===== config.mk =====
export PLATFORM = sky130hd
export DESIGN_NAME = imem_boot_loader_flat
export DESIGN_NICKNAME = d
export VERILOG_FILES = /design/src/rtl/imem_boot_loader_if.sv /design/src/rtl/imem_boot_loader.sv /design/src/flat_wrapper.sv
export SDC_FILE = /design/constraint.sdc
export NUM_CORES = 1
export LEC_CHECK = 0
export ABC_AREA = 1
export BUFFER_PORTS_ARGS = -buffer_cell sky130_fd_sc_hd__buf_4
export CAP_MARGIN = 20
export CORE_MARGIN = 2
export CORE_UTILIZATION = 25
export CTS_CLUSTER_DIAMETER = 200
export DETAILED_ROUTE_END_ITERATION = 12
export SLEW_MARGIN = 25
export SYNTH_ARGS = -nofsm -noshare
export SYNTH_HDL_FRONTEND = slang
export SYNTH_SLANG_ARGS = --single-unit

===== constraint.sdc =====
create_clock -name clk -period 4.6 [get_ports clk]
set_clock_uncertainty 0.15 [all_clocks]
set_input_delay 0.69 -clock clk [delete_from_list [all_inputs] [get_ports clk]]
set_output_delay 0.69 -clock clk [all_outputs]
set_load 0.005 [all_outputs]

===== src/rtl/imem_boot_loader_if.sv =====
// Byte-stream input and IMEM write-port bundle for the boot loader.
// The slave side is the loader. The master side is whatever feeds the stream
// and observes the IMEM write port.
interface imem_boot_loader_if #(
    parameter int XLEN        = 32,
    parameter int IMEM_ADDR_W = 10
);
    logic [7:0]             in_data;
    logic                   in_valid;
    logic                   in_ready;
    logic                   imem_we;
    logic [IMEM_ADDR_W-1:0] imem_addr;
    logic [XLEN-1:0]        imem_wdata;

    modport slave (
        input  in_data,
        input  in_valid,
        output in_ready,
        output imem_we,
        output imem_addr,
        output imem_wdata
    );

    modport master (
        output in_data,
        output in_valid,
        input  in_ready,
        input  imem_we,
        input  imem_addr,
        input  imem_wdata
    );
endinterface


===== src/rtl/imem_boot_loader.sv =====
// Boot loader: turns a framed byte stream (LEN | words | CSUM) into IMEM writes.
// The core stays in reset until the whole image has loaded and its checksum matches.
module imem_boot_loader #(
    parameter int XLEN        = 32,
    parameter int IMEM_ADDR_W = 10
) (
    input  logic                clk,
    input  logic                rst,        // asynchronous, active-low
    input  logic                restart,    // synchronous reload request
    imem_boot_loader_if.slave   bus,
    output logic                core_rst,   // active-low core reset, 1 = running
    output logic                boot_done,
    output logic                boot_err
);
    // The word counter is one bit wider than the address so that a full-capacity
    // image (N == 2**IMEM_ADDR_W) can be counted without wrapping.
    localparam int          CW  = IMEM_ADDR_W + 1;
    localparam logic [32:0] CAP = 33'(1) << IMEM_ADDR_W;

    typedef enum logic [2:0] {
        S_LEN  = 3'd0,
        S_DATA = 3'd1,
        S_CSUM = 3'd2,
        S_RUN  = 3'd3,
        S_ERR  = 3'd4
    } state_t;

    state_t                 state_q,    state_d;
    logic [1:0]             byte_cnt_q, byte_cnt_d;
    logic [CW-1:0]          word_cnt_q, word_cnt_d;
    logic [CW-1:0]          len_q,      len_d;
    logic [7:0]             sum_q,      sum_d;
    logic [23:0]            asm_q,      asm_d;
    logic                   we_q,       we_d;
    logic [IMEM_ADDR_W-1:0] addr_q,     addr_d;
    logic [XLEN-1:0]        wdata_q,    wdata_d;

    logic                   accept;
    logic [31:0]            word_full;
    logic [32:0]            len_full;

    // Readiness depends on the state register alone, never on in_valid.
    assign bus.in_ready = (state_q == S_LEN) || (state_q == S_DATA) || (state_q == S_CSUM);
    assign accept       = bus.in_valid && bus.in_ready;

    // The incoming byte is always lane 3 of the word being completed.
    assign word_full    = {bus.in_data, asm_q};
    assign len_full     = {1'b0, word_full};

    assign bus.imem_we    = we_q;
    assign bus.imem_addr  = addr_q;
    assign bus.imem_wdata = wdata_q;

    assign core_rst  = (state_q == S_RUN);
    assign boot_done = (state_q == S_RUN);
    assign boot_err  = (state_q == S_ERR);

    // Next-state logic: byte assembly, length check, IMEM write generation, checksum.
    always_comb begin
        state_d    = state_q;
        byte_cnt_d = byte_cnt_q;
        word_cnt_d = word_cnt_q;
        len_d      = len_q;
        sum_d      = sum_q;
        asm_d      = asm_q;
        we_d       = 1'b0;
        addr_d     = addr_q;
        wdata_d    = wdata_q;

        if (restart) begin
            // A byte offered in the same cycle is dropped.
            state_d    = S_LEN;
            byte_cnt_d = '0;
            word_cnt_d = '0;
            len_d      = '0;
            sum_d      = '0;
            asm_d      = '0;
        end else if (accept) begin
            byte_cnt_d = byte_cnt_q + 2'd1;
            case (byte_cnt_q)
                2'd0:    asm_d[7:0]   = bus.in_data;
                2'd1:    asm_d[15:8]  = bus.in_data;
                2'd2:    asm_d[23:16] = bus.in_data;
                default: ;
            endcase

            case (state_q)
                S_LEN: begin
                    if (byte_cnt_q == 2'd3) begin
                        len_d = word_full[CW-1:0];
                        if (word_full == 32'd0) begin
                            state_d = S_CSUM;
                        end else if (len_full > CAP) begin
                            state_d = S_ERR;
                        end else begin
                            state_d = S_DATA;
                        end
                    end
                end
                S_DATA: begin
                    sum_d = sum_q + bus.in_data;
                    if (byte_cnt_q == 2'd3) begin
                        we_d       = 1'b1;
                        addr_d     = word_cnt_q[IMEM_ADDR_W-1:0];
                        wdata_d    = word_full;
                        word_cnt_d = word_cnt_q + CW'(1);
                        if (word_cnt_d == len_q) begin
                            state_d = S_CSUM;
                        end
                    end
                end
                S_CSUM: begin
                    state_d = (bus.in_data == sum_q) ? S_RUN : S_ERR;
                end
                default: ;
            endcase
        end
    end

    // State and datapath registers; asynchronous active-low reset.
    always_ff @(posedge clk or negedge rst) begin
        if (!rst) begin
            state_q    <= S_LEN;
            byte_cnt_q <= '0;
            word_cnt_q <= '0;
            len_q      <= '0;
            sum_q      <= '0;
            asm_q      <= '0;
            we_q       <= 1'b0;
            addr_q     <= '0;
            wdata_q    <= '0;
        end else begin
            state_q    <= state_d;
            byte_cnt_q <= byte_cnt_d;
            word_cnt_q <= word_cnt_d;
            len_q      <= len_d;
            sum_q      <= sum_d;
            asm_q      <= asm_d;
            we_q       <= we_d;
            addr_q     <= addr_d;
            wdata_q    <= wdata_d;
        end
    end
endmodule


===== src/flat_wrapper.sv =====
// flat-port wrapper written by rule: the top's interface ports become plain ports
module imem_boot_loader_flat 
#(
    parameter int XLEN        = 32,
    parameter int IMEM_ADDR_W = 10
)
  (clk, rst, restart, core_rst, boot_done, boot_err, bus_in_data, bus_in_valid, bus_in_ready, bus_imem_we, bus_imem_addr, bus_imem_wdata);
  imem_boot_loader_if #(.XLEN(XLEN), .IMEM_ADDR_W(IMEM_ADDR_W)) bus_i ();
  input  logic clk;
  input  logic rst;
  input  logic restart;
  output logic core_rst;
  output logic boot_done;
  output logic boot_err;
  input wire logic [$bits(bus_i.in_data)-1:0] bus_in_data;
  input wire logic [$bits(bus_i.in_valid)-1:0] bus_in_valid;
  output wire logic [$bits(bus_i.in_ready)-1:0] bus_in_ready;
  output wire logic [$bits(bus_i.imem_we)-1:0] bus_imem_we;
  output wire logic [$bits(bus_i.imem_addr)-1:0] bus_imem_addr;
  output wire logic [$bits(bus_i.imem_wdata)-1:0] bus_imem_wdata;
  assign bus_i.in_data = bus_in_data;
  assign bus_i.in_valid = bus_in_valid;
  assign bus_in_ready = bus_i.in_ready;
  assign bus_imem_we = bus_i.imem_we;
  assign bus_imem_addr = bus_i.imem_addr;
  assign bus_imem_wdata = bus_i.imem_wdata;
  imem_boot_loader #(.XLEN(XLEN), .IMEM_ADDR_W(IMEM_ADDR_W)) u_core (.clk(clk), .rst(rst), .restart(restart), .bus(bus_i), .core_rst(core_rst), .boot_done(boot_done), .boot_err(boot_err));
endmodule

==> impl_metrics.py <==
metrics = {
    "synthesis": {
        "synthTopCellsByArea": "dfrtp_1, nand2_1, inv_1, o21ai_1, nand3_1",
        "syn_nets": 614,
        "ys_warn_count": 0,
        "synth-seq-cells": 102,
        "synthArstFlopShare_pct": 100,
        "synth_common_cells": "nand2_1, dfrtp_1, inv_1",
        "synthFlopType": "dfrtp_1",
        "yosysUniqueCellTypes": 37,
        "synthMostInstantiatedCell": "nand2_1",
        "syn_area_um2": 4940,
        "synth_top_area_cell": "dfrtp_1",
        "synth-edff-count": 0,
        "syn_inst": 589,
        "seq_area_frac_synth_pct": 51.7,
        "post_synth.cell_area_avg_um2": 8.39,
        "synth_top_area_share_pct": 51.7,
    },
    "critical_path": {
        "worstSetupEndpointType": "flip-flop",
        "crit_buf_inv": 3,
        "path_depth": 7,
        "crit_chain": "nand3_1 -> nor2_4 -> inv_2 -> nor2_4 -> inv_2 -> buf_4 -> o22ai_1",
        "crit_path_max_incr_delay_ns": 0.52,
        "crit_path_start_kind": "flip-flop",
        "cp.required_ns": 4.65,
        "worstPathArrival_ns": 2.38,
        "r2r_cells": 7,
        "path_max_fanout": 50,
        "crit_family": "buffers and inverters",
        "worstSetupPathType": "reg -> reg",
        "cp_slowest_cell": "inv_2",
    },
    "grt": {
        "grt_pass1_wl_um": 20100,
        "antenna_found_initial": 0,
        "grt_util_all_layers_pct": 12.5,
        "grt_start_max_net_pins": 79,
        "overflow": 0,
        "grt_pass1_vias": 3808,
    },
    "min_path": {
        "hold_class": "in -> async",
    },
    "drt": {
        "top_layer": "met4",
        "vias": 3943,
        "drtIter0Drc": 203,
        "met1_length_um": 5740,
        "drcViolationCount": 0,
        "drt_first_pass_iters": 4,
        "wirelength_um": 12200,
        "wl_met2_um": 5750,
        "wl_per_cell_um": 13.4,
        "wl_met3_um": 468,
        "vias_per_cell": 4.32,
        "drtAntennaViolNets": 0,
    },
    "power_and_ir_drop": {
        "pwr-share-clk_pct": 40.0,
        "p_leak_nw": 2.80,
        "p_sw_share_pct": 26.3,
        "power.total_mw": 1.98,
        "p_comb_share_pct": 11.4,
        "p_per_area_nw_per_um2": 333,
        "internal_power_mw": 1.46,
        "power_switching_mw": 0.519,
        "seqPwrFrac_pct": 48.6,
        "peakVddDrop_mv": 0.175,
    },
    "flow_run": {
        "drv_cap": 0,
    },
    "sta": {
        "relSlewSlack_pct": 35.4,
        "slew_violations": 0,
        "fmax_ghz": 0.429,
        "final-hold-violation-count": 0,
        "tightest_slew_ns": 0.966,
        "setup-tns-final_ns": 0,
        "setup-violations-final": 0,
        "fin_crit_sh_pct": 50.6,
        "fin_crit_ns": 2.33,
        "rsz0062_at_grt": "no",
    },
    "layout": {
        "fillCellCount": 2099,
        "drive_gt1_share_pct": 15.8,
        "multi_input_area_um2": 2010,
        "finalNetCount": 667,
        "ff_latch_area_um2": 2550,
        "area_growth_pct": 20.1,
        "n_antenna_cell": 0,
    },
    "placed_design": {
        "place_hpwl_um": 9010,
        "gp_congestion": 0.839,
        "io_buffers": 58,
    },
    "run_status": {
        "status": "finished, final reports clean",
    },
    "clock_network": {
        "path_clk_slew_ns": 0.07,
        "clock_path_buffers": 2,
        "h-tree-depth": 3,
        "cts_sinks": 102,
        "cts_inserted_buffers": 9,
        "tritoncts": "built",
        "cts-hold-fix-buffers": 0,
        "clockRootBuffer": "clkbuf_16",
        "clk_latency_ns": 0.35,
        "postCtsSetupBuffers": 0,
        "postCtsResizedCells": 0,
    },
    "floorplan": {
        "dieHeight_um": 145,
        "rows": 51,
        "fp.coreArea_um2": 19400,
        "die_area_um2": 20900,
        "io_pins": 59,
        "dieWidth_um": 145,
        "start_util_pct": 25.5,
    },
}
==> cell families after synthesis <==
kind of cell	share of synthesized area [%]
and+or+nand+nor	24.1
adders and majority gates	3.44
xor gates and xnor gates	1.54
buffers and inverters	7.60
DFF	51.7
AOI/OAI and AO/OA	11.6
==> state kept, by name, indices dropped and copies added (netlist names) <==
signal,count
u_core.asm_q,24
u_core.bus.imem_addr,10
u_core.bus.imem_wdata,32
u_core.bus.imem_we,1
u_core.byte_cnt_q,2
u_core.len_q,11
u_core.state_q,3
u_core.sum_q,8
u_core.word_cnt_q,11
==> routing by layer <==
layer,track usage (%),vias up
met5,0,-
met4,4.70,0
met3,2.25,17
met2,20.3,76
met1,16.6,1825
li1,-,2025
==> worst register-to-register path: stages (launching register included) <==
cell	delay, ns
dfrtp_1	0.46
nand3_1	0.18
nor2_4	0.08
inv_2	0.12
nor2_4	0.06
inv_2	0.52
buf_4	0.48
o22ai_1	0.14
==> worst paths after layout <==
path                            slack [ns]                 endpoint                    start
worst max register to register        2.27     u_core.word_cnt_q[8]        u_core.state_q[0]
worst min register to register        0.34  u_core.bus.imem_addr[1]  u_core.bus.imem_addr[1]
min in group clk                      0.34  u_core.bus.imem_addr[1]  u_core.bus.imem_addr[1]
max in group asynchronous             3.25          u_core.sum_q[2]                      rst
worst min-delay path                  0.21  u_core.bus.imem_addr[8]                      rst
worst max-delay path                  2.27     u_core.word_cnt_q[8]        u_core.state_q[0]
==> layout make-up <==
type,count,share of cell area [%]
Clock inverter,3,0.717
Inverter,75,4.74
Clock buffer,13,4.38
Multi-Input combinational cell,394,33.9
Timing Repair Buffer,60,7.65
Sequential cell,102,43.0
Tap cell,265,5.59
==> placed cells by master (no fill, tap or decap), types with 2 or more instances in the layout <==
master / n
nand2_1: 151
dfrtp_1: 102
inv_1: 70
buf_4: 59
o21ai_1: 47
nand3_1: 38
nor2_1: 34
o21ai_0: 34
ha_1: 12
nor3_1: 10
o22ai_1: 10
clkbuf_16: 9
a21oi_1: 7
nor2_2: 6
nand4_1: 6
nand2_2: 6
nor2_4: 5
inv_2: 5
xor2_1: 4
nand3b_1: 4
nand2_4: 2
xnor2_1: 2
or2_2: 2
a22o_1: 2
o31ai_1: 2
clkbuf_8: 2
clkbuf_1: 2
==> power groups by stage <==
stage                     clock network, mW  logic [mW]  registers (mW)
after CTS                             0.810       0.230           0.960
final                                 0.791       0.226           0.960
after global routing                  0.844       0.260           0.965
after floorplan                           0       0.146           0.972
after detailed placement                  0       0.229           0.977
after global placement                    0       0.226           0.976
==> per-stage QoR <==
stage          std cells  worst slack (ns)  hold slack (ns)  util, %  instance area [um2]
3_5_place_dp         896              1.91            0.328     29.0                 5630
3_3_place_gp         896              1.97            0.330     29.0                 5630
2_1_floorplan        589              2.30            0.244        -                 4940
4_1_cts              912              2.24            0.345     30.6                 5930
5_1_grt              912              2.00            0.294     30.6                 5940
6_report             912              2.27            0.206     30.6                 5940
No activity file was read; power rests on OpenSTA's default activity.
